### src/rtl/bike_pkg.sv
// Shared definitions for the bicycle speed/distance path: result widths and
// the hall emulator's FSM states.
package bike_pkg;

    localparam int SPEED_W = 9;
    localparam int DIST_W  = 13;

    typedef enum logic [1:0] {
        IDLE,
        HIGH,
        LOW
    } hall_state_t;

endpackage

### src/rtl/gate_timer.sv
// Free-running modulo-GATE_CYCLES counter; gate is high on the last count of
// every window, counted from reset release.
module gate_timer #(
    parameter int GATE_CYCLES = 100
) (
    input  logic clk,
    input  logic reset,
    output logic gate
);

    localparam int CNT_W = (GATE_CYCLES > 1) ? $clog2(GATE_CYCLES) : 1;
    localparam logic [CNT_W-1:0] LAST = CNT_W'(GATE_CYCLES - 1);

    logic [CNT_W-1:0] count;

    always_ff @(posedge clk or negedge reset) begin
        if (!reset) begin
            count <= '0;
        end else begin
            count <= (count == LAST) ? '0 : count + CNT_W'(1);
        end
    end

    assign gate = (count == LAST);

endmodule

### src/rtl/hall_pulse_gen.sv
// Hall-sensor emulator: turns a commanded rotation period into a square hall
// waveform, with a gate pulse and reference edge counts for the speed/distance path.
module hall_pulse_gen #(
    parameter int PERIOD_W    = 16,
    parameter int GATE_CYCLES = 100,
    parameter int SPEED_W     = bike_pkg::SPEED_W,
    parameter int DIST_W      = bike_pkg::DIST_W
) (
    input  logic                clk,
    input  logic                reset,
    input  logic                enable,
    input  logic                cfg_valid,
    output logic                cfg_ready,
    input  logic [PERIOD_W-1:0] cfg_period,
    output logic                hall,
    output logic                gate,
    output logic [SPEED_W-1:0]  window_count,
    output logic [DIST_W-1:0]   pulse_count
);

    import bike_pkg::*;

    hall_state_t         state;
    logic [PERIOD_W-1:0] active_period;
    logic [PERIOD_W-1:0] pending_period;
    logic                pending_valid;
    logic [PERIOD_W-1:0] phase;
    logic                enable_q;
    logic [SPEED_W-1:0]  win_cnt;

    logic [PERIOD_W-1:0] high_len;
    logic [PERIOD_W-1:0] low_len;
    logic [PERIOD_W-1:0] next_period;
    logic                transfer;
    logic                boundary;
    logic                start_idle;
    logic                start_low;
    logic                edge_now;
    logic                idle_load;
    logic                apply;

    gate_timer #(
        .GATE_CYCLES (GATE_CYCLES)
    ) u_gate_timer (
        .clk   (clk),
        .reset (reset),
        .gate  (gate)
    );

    assign cfg_ready   = !pending_valid;
    assign transfer    = cfg_valid && cfg_ready;
    assign high_len    = active_period >> 1;
    assign low_len     = active_period - high_len;
    assign boundary    = (state == LOW) && (phase == low_len - PERIOD_W'(1));
    assign next_period = pending_valid ? pending_period : active_period;

    // A start from IDLE waits one cycle after enable rises and after any pending load.
    assign start_idle = (state == IDLE) && enable && enable_q && !pending_valid
                        && (active_period >= PERIOD_W'(2));
    assign start_low  = boundary && enable && (next_period >= PERIOD_W'(2));
    assign edge_now   = start_idle || start_low;
    assign idle_load  = (state == IDLE) && !start_idle;
    assign apply      = idle_load || (boundary && enable);

    always_ff @(posedge clk or negedge reset) begin
        if (!reset) begin
            state          <= IDLE;
            hall           <= 1'b0;
            phase          <= '0;
            active_period  <= '0;
            pending_period <= '0;
            pending_valid  <= 1'b0;
            enable_q       <= 1'b0;
        end else begin
            enable_q <= enable;

            // In IDLE a fresh offer bypasses the buffer; while running it waits for the boundary.
            if (apply && pending_valid) begin
                active_period <= pending_period;
                pending_valid <= 1'b0;
            end else if (idle_load && transfer) begin
                active_period <= cfg_period;
            end else if (transfer) begin
                pending_period <= cfg_period;
                pending_valid  <= 1'b1;
            end

            if (!enable) begin
                state <= IDLE;
                hall  <= 1'b0;
                phase <= '0;
            end else begin
                case (state)
                    IDLE: begin
                        if (start_idle) begin
                            state <= HIGH;
                            hall  <= 1'b1;
                            phase <= '0;
                        end
                    end
                    HIGH: begin
                        if (phase == high_len - PERIOD_W'(1)) begin
                            state <= LOW;
                            hall  <= 1'b0;
                            phase <= '0;
                        end else begin
                            phase <= phase + PERIOD_W'(1);
                        end
                    end
                    LOW: begin
                        if (boundary) begin
                            state <= start_low ? HIGH : IDLE;
                            hall  <= start_low;
                            phase <= '0;
                        end else begin
                            phase <= phase + PERIOD_W'(1);
                        end
                    end
                    default: begin
                        state <= IDLE;
                        hall  <= 1'b0;
                        phase <= '0;
                    end
                endcase
            end
        end
    end

    // An edge landing on the gate cycle opens the new window rather than closing the old one.
    always_ff @(posedge clk or negedge reset) begin
        if (!reset) begin
            pulse_count  <= '0;
            window_count <= '0;
            win_cnt      <= '0;
        end else begin
            if (edge_now) begin
                pulse_count <= pulse_count + DIST_W'(1);
            end
            if (gate) begin
                window_count <= win_cnt;
                win_cnt      <= edge_now ? SPEED_W'(1) : '0;
            end else if (edge_now && (win_cnt != '1)) begin
                win_cnt <= win_cnt + SPEED_W'(1);
            end
        end
    end

endmodule

### config.mk
export PLATFORM = sky130hd
export DESIGN_NAME = hall_pulse_gen
export DESIGN_NICKNAME = d
export VERILOG_FILES = /design/src/rtl/bike_pkg.sv /design/src/rtl/gate_timer.sv /design/src/rtl/hall_pulse_gen.sv
export SDC_FILE = /design/constraint.sdc
export NUM_CORES = 1
export LEC_CHECK = 0
export CELL_PAD_IN_SITES_DETAIL_PLACEMENT = 0
export CELL_PAD_IN_SITES_GLOBAL_PLACEMENT = 1
export CORE_ASPECT_RATIO = 0.6
export CORE_MARGIN = 3
export CORE_UTILIZATION = 54
export CTS_CLUSTER_DIAMETER = 120
export DETAILED_ROUTE_END_ITERATION = 16
export DONT_BUFFER_PORTS = 1
export GPL_TIMING_DRIVEN = 0
export MAX_ROUTING_LAYER = met4
export PLACE_DENSITY = 0.87
export SKIP_LAST_GASP = 1
export SYNTH_ARGS = -nofsm -noshare
export SYNTH_HDL_FRONTEND = slang
export SYNTH_HIERARCHICAL = 1
export SYNTH_SLANG_ARGS = --single-unit
### constraint.sdc
create_clock -name clk -period 10.25 [get_ports clk]
set_clock_uncertainty 0.05 [all_clocks]
set_input_delay 0.5125 -clock clk [delete_from_list [all_inputs] [get_ports clk]]
set_output_delay 0.5125 -clock clk [all_outputs]
set_load 0.05 [all_outputs]
# [Word level (Yosys, flattened, before mapping)]
# Cells that the tools add are included.
[op_classes] n_addsub=7 multipliers=0 div_mod_pow=0 n_lt_le_gt_ge=2 n_eq_ne=10 n_shift=0 muxes=26 bitwise=2 reduce_logical=23
[op_table] op="$mux W16" n=7
[op_table] op="$pmux W16 S3" n=1
[op_table] op="$eq A16 B16 Y1" n=2
[op_table] op="$ge A16 B2 Y1 const B" n=2
[op_table] op="$mux W9" n=2
[op_table] op="$add A16 B1 Y16 const B" n=1
[op_table] op="$sub A15 B1 Y16 const B" n=1
[op_table] op="$sub A16 B1 Y16 const B" n=1
[op_table] op="$sub A16 B15 Y16" n=1
[op_table] op="$add A13 B1 Y13 const B" n=1
[op_table] op="$logic_and A1 B1 Y1" n=12
[op_table] op="$add A9 B1 Y9 const B" n=1
[op_table] op="$mux W1" n=9
[op_table] op="$ne A3 B3 Y1 const B" n=3
[op_table] op="$ne A9 B9 Y1 const B" n=1
[op_table] op="$mux W2" n=4
[op_table] op="$add A7 B1 Y7 const B" n=1
[op_table] op="$eq A7 B7 Y1 const B" n=1
[op_table] op="$mux W7" n=1
[op_table] op="$pmux W2 S3" n=1
[op_table] op="$reduce_and A3 Y1" n=2
[op_table] op="$reduce_bool A2 Y1" n=3
[op_table] op="$pmux W1 S3" n=1
[op_table] op="$eq A2 B1 Y1 const B" n=1
[op_table] op="7 further kinds" n=10
[word_totals] ff_bits=91 latch_bits=0 ram_bits=0 rom_bits=0 inputBits=20 out_inout_bits=25 elab_cells=81 memories=0

# [Logic depth before layout (Yosys ltp)]
[depth] ltp_word=11 ltp_mapped=13 ltp_nobuf=12

# [By module]
# The synthesis kept the hierarchy.
[modules_own_cells] module="hall_pulse_gen" instances=1 cells_each=637 area_each_um2=5905.7 seq_area_each_um2=2102.0
[modules_own_cells] module="gate_timer" instances=1 cells_each=29 area_each_um2=345.3 seq_area_each_um2=175.2

# [Worst setup path before layout]
# No wires, ideal clock.
[synth_path] path_kind="register to register" startpoint="register active_period[6]" endpoint="register win_cnt[4]" setup_ps=78 arrival_ps=3417 required_ps=10122 path_slack_ps=6705 path_stages_with_launch=12 n_path_buf=0 synth_period_minus_slack_ps=3545 cell_sequence="dfrtp_1 > inv_1 > ha_1 > or3_4 > or3_1 > a21oi_2 > mux2_4 > a2111oi_4 > o2111a_4 > a31oi_4 > or4_1 > a21oi_1"
[synth_via] elab_chain_len=9 word_cells_on_any_way=13 classes_between="2 x add/sub; 2 x order compare; 1 x eq/ne; 1 x mux; 7 x reduce/logical"
[synth_rtl] item="start: declaration" line_no="hall_pulse_gen.sv:24" text="logic [PERIOD_W-1:0] active_period;"
[synth_rtl] item="start signal: assignment" line_no="hall_pulse_gen.sv:79" text="active_period <= pending_period;"
[synth_rtl] item="start signal: assignment" line_no="hall_pulse_gen.sv:82" text="active_period <= cfg_period;"
[synth_rtl] item="$sub A16 B15 Y16" line_no="hall_pulse_gen.sv:53" text="assign low_len = active_period - high_len;"
[synth_rtl] item="$sub A16 B1 Y16" line_no="hall_pulse_gen.sv:54" text="assign boundary = (state == LOW) && (phase == low_len - PERIOD_W'(1));"
[synth_rtl] item="$eq A16 B16 Y1" line_no="hall_pulse_gen.sv:54"
[synth_rtl] item="$logic_and A1 B1 Y1" line_no="hall_pulse_gen.sv:54"
[synth_rtl] item="$logic_and A1 B1 Y1 (2 in a row)" line_no="hall_pulse_gen.sv:60" text="assign start_low = boundary && enable && (next_period >= PERIOD_W'(2));"
[synth_rtl] item="$logic_or A1 B1 Y1 (*)" line_no="hall_pulse_gen.sv:61" text="assign edge_now = start_idle || start_low;"
[synth_rtl] item="$logic_and A1 B1 Y1 (*)" line_no="hall_pulse_gen.sv:142" text="end else if (edge_now && (win_cnt != '1)) begin"
[synth_rtl] item="$reduce_bool A2 Y1 (no source line) (*)"
[synth_rtl] item="end signal: assignment" line_no="hall_pulse_gen.sv:141" text="win_cnt <= edge_now ? SPEED_W'(1) : '0;"
[synth_rtl] item="end signal: assignment" line_no="hall_pulse_gen.sv:143" text="win_cnt <= win_cnt + SPEED_W'(1);"
[synth_rtl] item="end: declaration" line_no="hall_pulse_gen.sv:29" text="logic [SPEED_W-1:0] win_cnt;"
# Mark *: on every way between the ends. The rest lies on a longest branch, timed or not.
# A chain may end at the register's enable or synchronous reset.

# [Final worst setup path]
[layout_path] startpoint="register active_period[5]" endpoint="register win_cnt[2]"
# Same word-level chain as after synthesis.

==> qor.yml <==
grt_max_degree: 92
hold_path.class: "in -> async"
num_rows: 29
layout-drive-gt1-share_pct: 10.25
cts_setup_buffers: 0
ff2ff_setup_slack_ps: 5940
worstPathRequired_ps: 10460
cts_inserted_buffers: 9
hold_viol: 0
start_util_pct: 57.23
synth_xor_area_share_pct: 8.967
ys_async_sr_fraction_pct: 100.0
drt_iter0_markers: 425
leakage_nw: 2.922
p_total_mw: 2.281
synth_seq_cells: 91
dieArea_um2: 12950
diodes: 0
dr_total_vias: 5163
nets: 743
drc: 0
cts-root-buf: "clkbuf_16"
totalWireLength_mm: 15.84
synth_compound_area_share_pct: 16.07
final_common_cell: "dfrtp_1"
hold_slack_ps: 12.27
worstSetupStartpointType: "flip-flop"
syn-cell-area_um2: 6251
setup_viol: 0
die_x_um: 144.9
cts.sinks: 91
crit_fanout: 10
status: "finished, final reports clean"
synth-main-ff-cell: "dfrtp_1"
synth.distinct_cells: 71
slew_viol_final: 0
crit_type: "reg -> reg"
worstReg2RegEnd: "win_cnt[2]"
yosys_warnings: 6
fin_setup_tns_ps: 0
io_buffers: 0
viasPerCell: 6.161
cts.htree.levels: 3
dr.pass1.iters: 5
mostFrequentLayoutCells: "91 x dfrtp_1, 56 x nand2_1, 44 x ha_1"
p_per_area_nw_per_um2: 334.6
syn_nets: 731
avgSynthCellArea_um2: 9.386
track_usage_pct: 26.13
first_global_vias: 4765
dp_hpwl_mm: 12.25
yosys.area_share.simple_pct: 19.42
maxCapViolCount: 0
synthCells: 666
vdd_drop_max_uv: 193.5
ff2ff_path_depth: 13
hold_buffers: 1
grt_overflow: 0
worstMarginPinSlew_ps: 683.8
ioPinCount: 45
clk_path_buf_depth: 2
synthToLayoutAreaGrowth_pct: 9.047
cp.arrival_ps: 4520
max_clock_freq_mhz: 232.0
end_kind: "flip-flop"
core-area_um2: 10920
synth_top_family_by_area: "simple AND/OR/NAND/NOR gates"
cts_tree: "built"
grt_setup_unrepaired: "false"
synth_edf_count: 0
relSlewSlack_pct: 53.23
gp_congestion: 0.9208
period_minus_slack_ps: 4311
cts_resized: 0
path_clk_slew_ps: 70
antenna_found_initial: 0
ys_seq_area_share_pct: 36.43
wire_per_inst_um: 18.90
synth_fa_ha_area_share_pct: 9.127
clkLatencyLatePin_ps: 350
die_h_um: 89.34
finalCritPeriodShare_pct: 42.06
final_antenna_net_count: 0
grt_pass1_wl_mm: 25.85
synth.mux.area_fraction_pct: 6.065
r2r_start: "active_period[5]"
[state kept, by name (all words and copies together) (netlist names)]
| register | flops |
|---|---|
| active_period | 16 |
| pending_period | 16 |
| phase | 16 |
| pulse_count | 13 |
| win_cnt | 9 |
| window_count | 9 |
| u_gate_timer/count | 7 |
| state | 2 |
| enable_q | 1 |
| hall | 1 |
| pending_valid | 1 |
[per-layer routing]
layer	track usage (%)	vias up	wire [um]
li1	-	2423	-
met1	39.35	2551	8171
met2	35.71	169	6298
met3	5.978	20	1169
met4	5.086	0	199
met5	-	-	0
[worst max-delay path, stage by stage (launching register included)]
cell,delay [ps]
dfrtp_1,460
inv_1,160
ha_1,310
buf_2,180
or2_1,250
a211o_1,350
a2111oi_0,650
nor4_1,170
xnor2_1,280
nor2_1,180
a31oi_4,300
clkbuf_1,520
o21ai_0,210
a21oi_1,160
[synthesized netlist by cell type, drive strengths merged (7+ instances only)]
master | n | area, um2
a31oi | 8 | 65.06
a21oi | 26 | 133.9
clkbuf | 22 | 82.58
buf | 7 | 31.28
dfrtp | 91 | 2277
nand4 | 12 | 75.07
ha | 44 | 550.5
nor2 | 40 | 171.4
nor2b | 10 | 65.06
nand2 | 56 | 210.2
xnor2 | 33 | 289.0
or3 | 14 | 97.59
nand2b | 15 | 93.84
and3 | 10 | 63.81
xor2 | 31 | 271.5
nor3 | 11 | 60.06
nand3 | 29 | 145.1
inv | 35 | 131.4
a32oi | 14 | 122.6
nor4 | 17 | 106.4
o21ai | 33 | 165.1
mux2 | 28 | 319.1
[logic make-up after synthesis]
| group | after synthesis |
|---|---|
| DFF | 91 |
| AOI/OAI and AO/OA | 137 |
| buffers and inverters | 64 |
| adders and majority gates | 45 |
| and+or+nand+nor | 231 |
| muxes | 34 |
| xor gates and xnor gates | 64 |
[where the power goes]
part,total (mW),switching (mW),internal [mW]
Sequential,0.653,0.194,0.459
Clock,0.377,0.155,0.222
Combinational,1.25,0.747,0.504
[cell type report]
cell class,count,area [um2]
Fill cell,924,4105
Multi-Input combinational cell,511,3729
Sequential cell,91,2277
Clock buffer,9,225.2
Tap cell,155,193.9
Inverter,35,131.4
Clock inverter,7,118.9
Buffer,29,113.9
Timing Repair Buffer,1,27.53
[worst max-delay path by stage]
stage / start / end / depth (start not counted)
finish: active_period[5] / win_cnt[2] / 13
global route: active_period[5] / win_cnt[2] / 13
CTS: active_period[5] / win_cnt[2] / 13
detailed placement: active_period[5] / pulse_count[10] / 13
global placement: active_period[5] / pulse_count[8] / 13
floorplan: active_period[6] / win_cnt[4] / 11
[metrics by stage]
stage	setup slack [ps]	std cells	util (%)	cell area (um2)
floorplan	6705	666	-	6251
global route	5760	838	62.41	6817
finish	5939	838	62.41	6817
CTS	6045	838	62.41	6817
global placement	6131	821	59.01	6445
detailed placement	6047	821	59.01	6445
No activity file was read; power rests on OpenSTA's default activity.
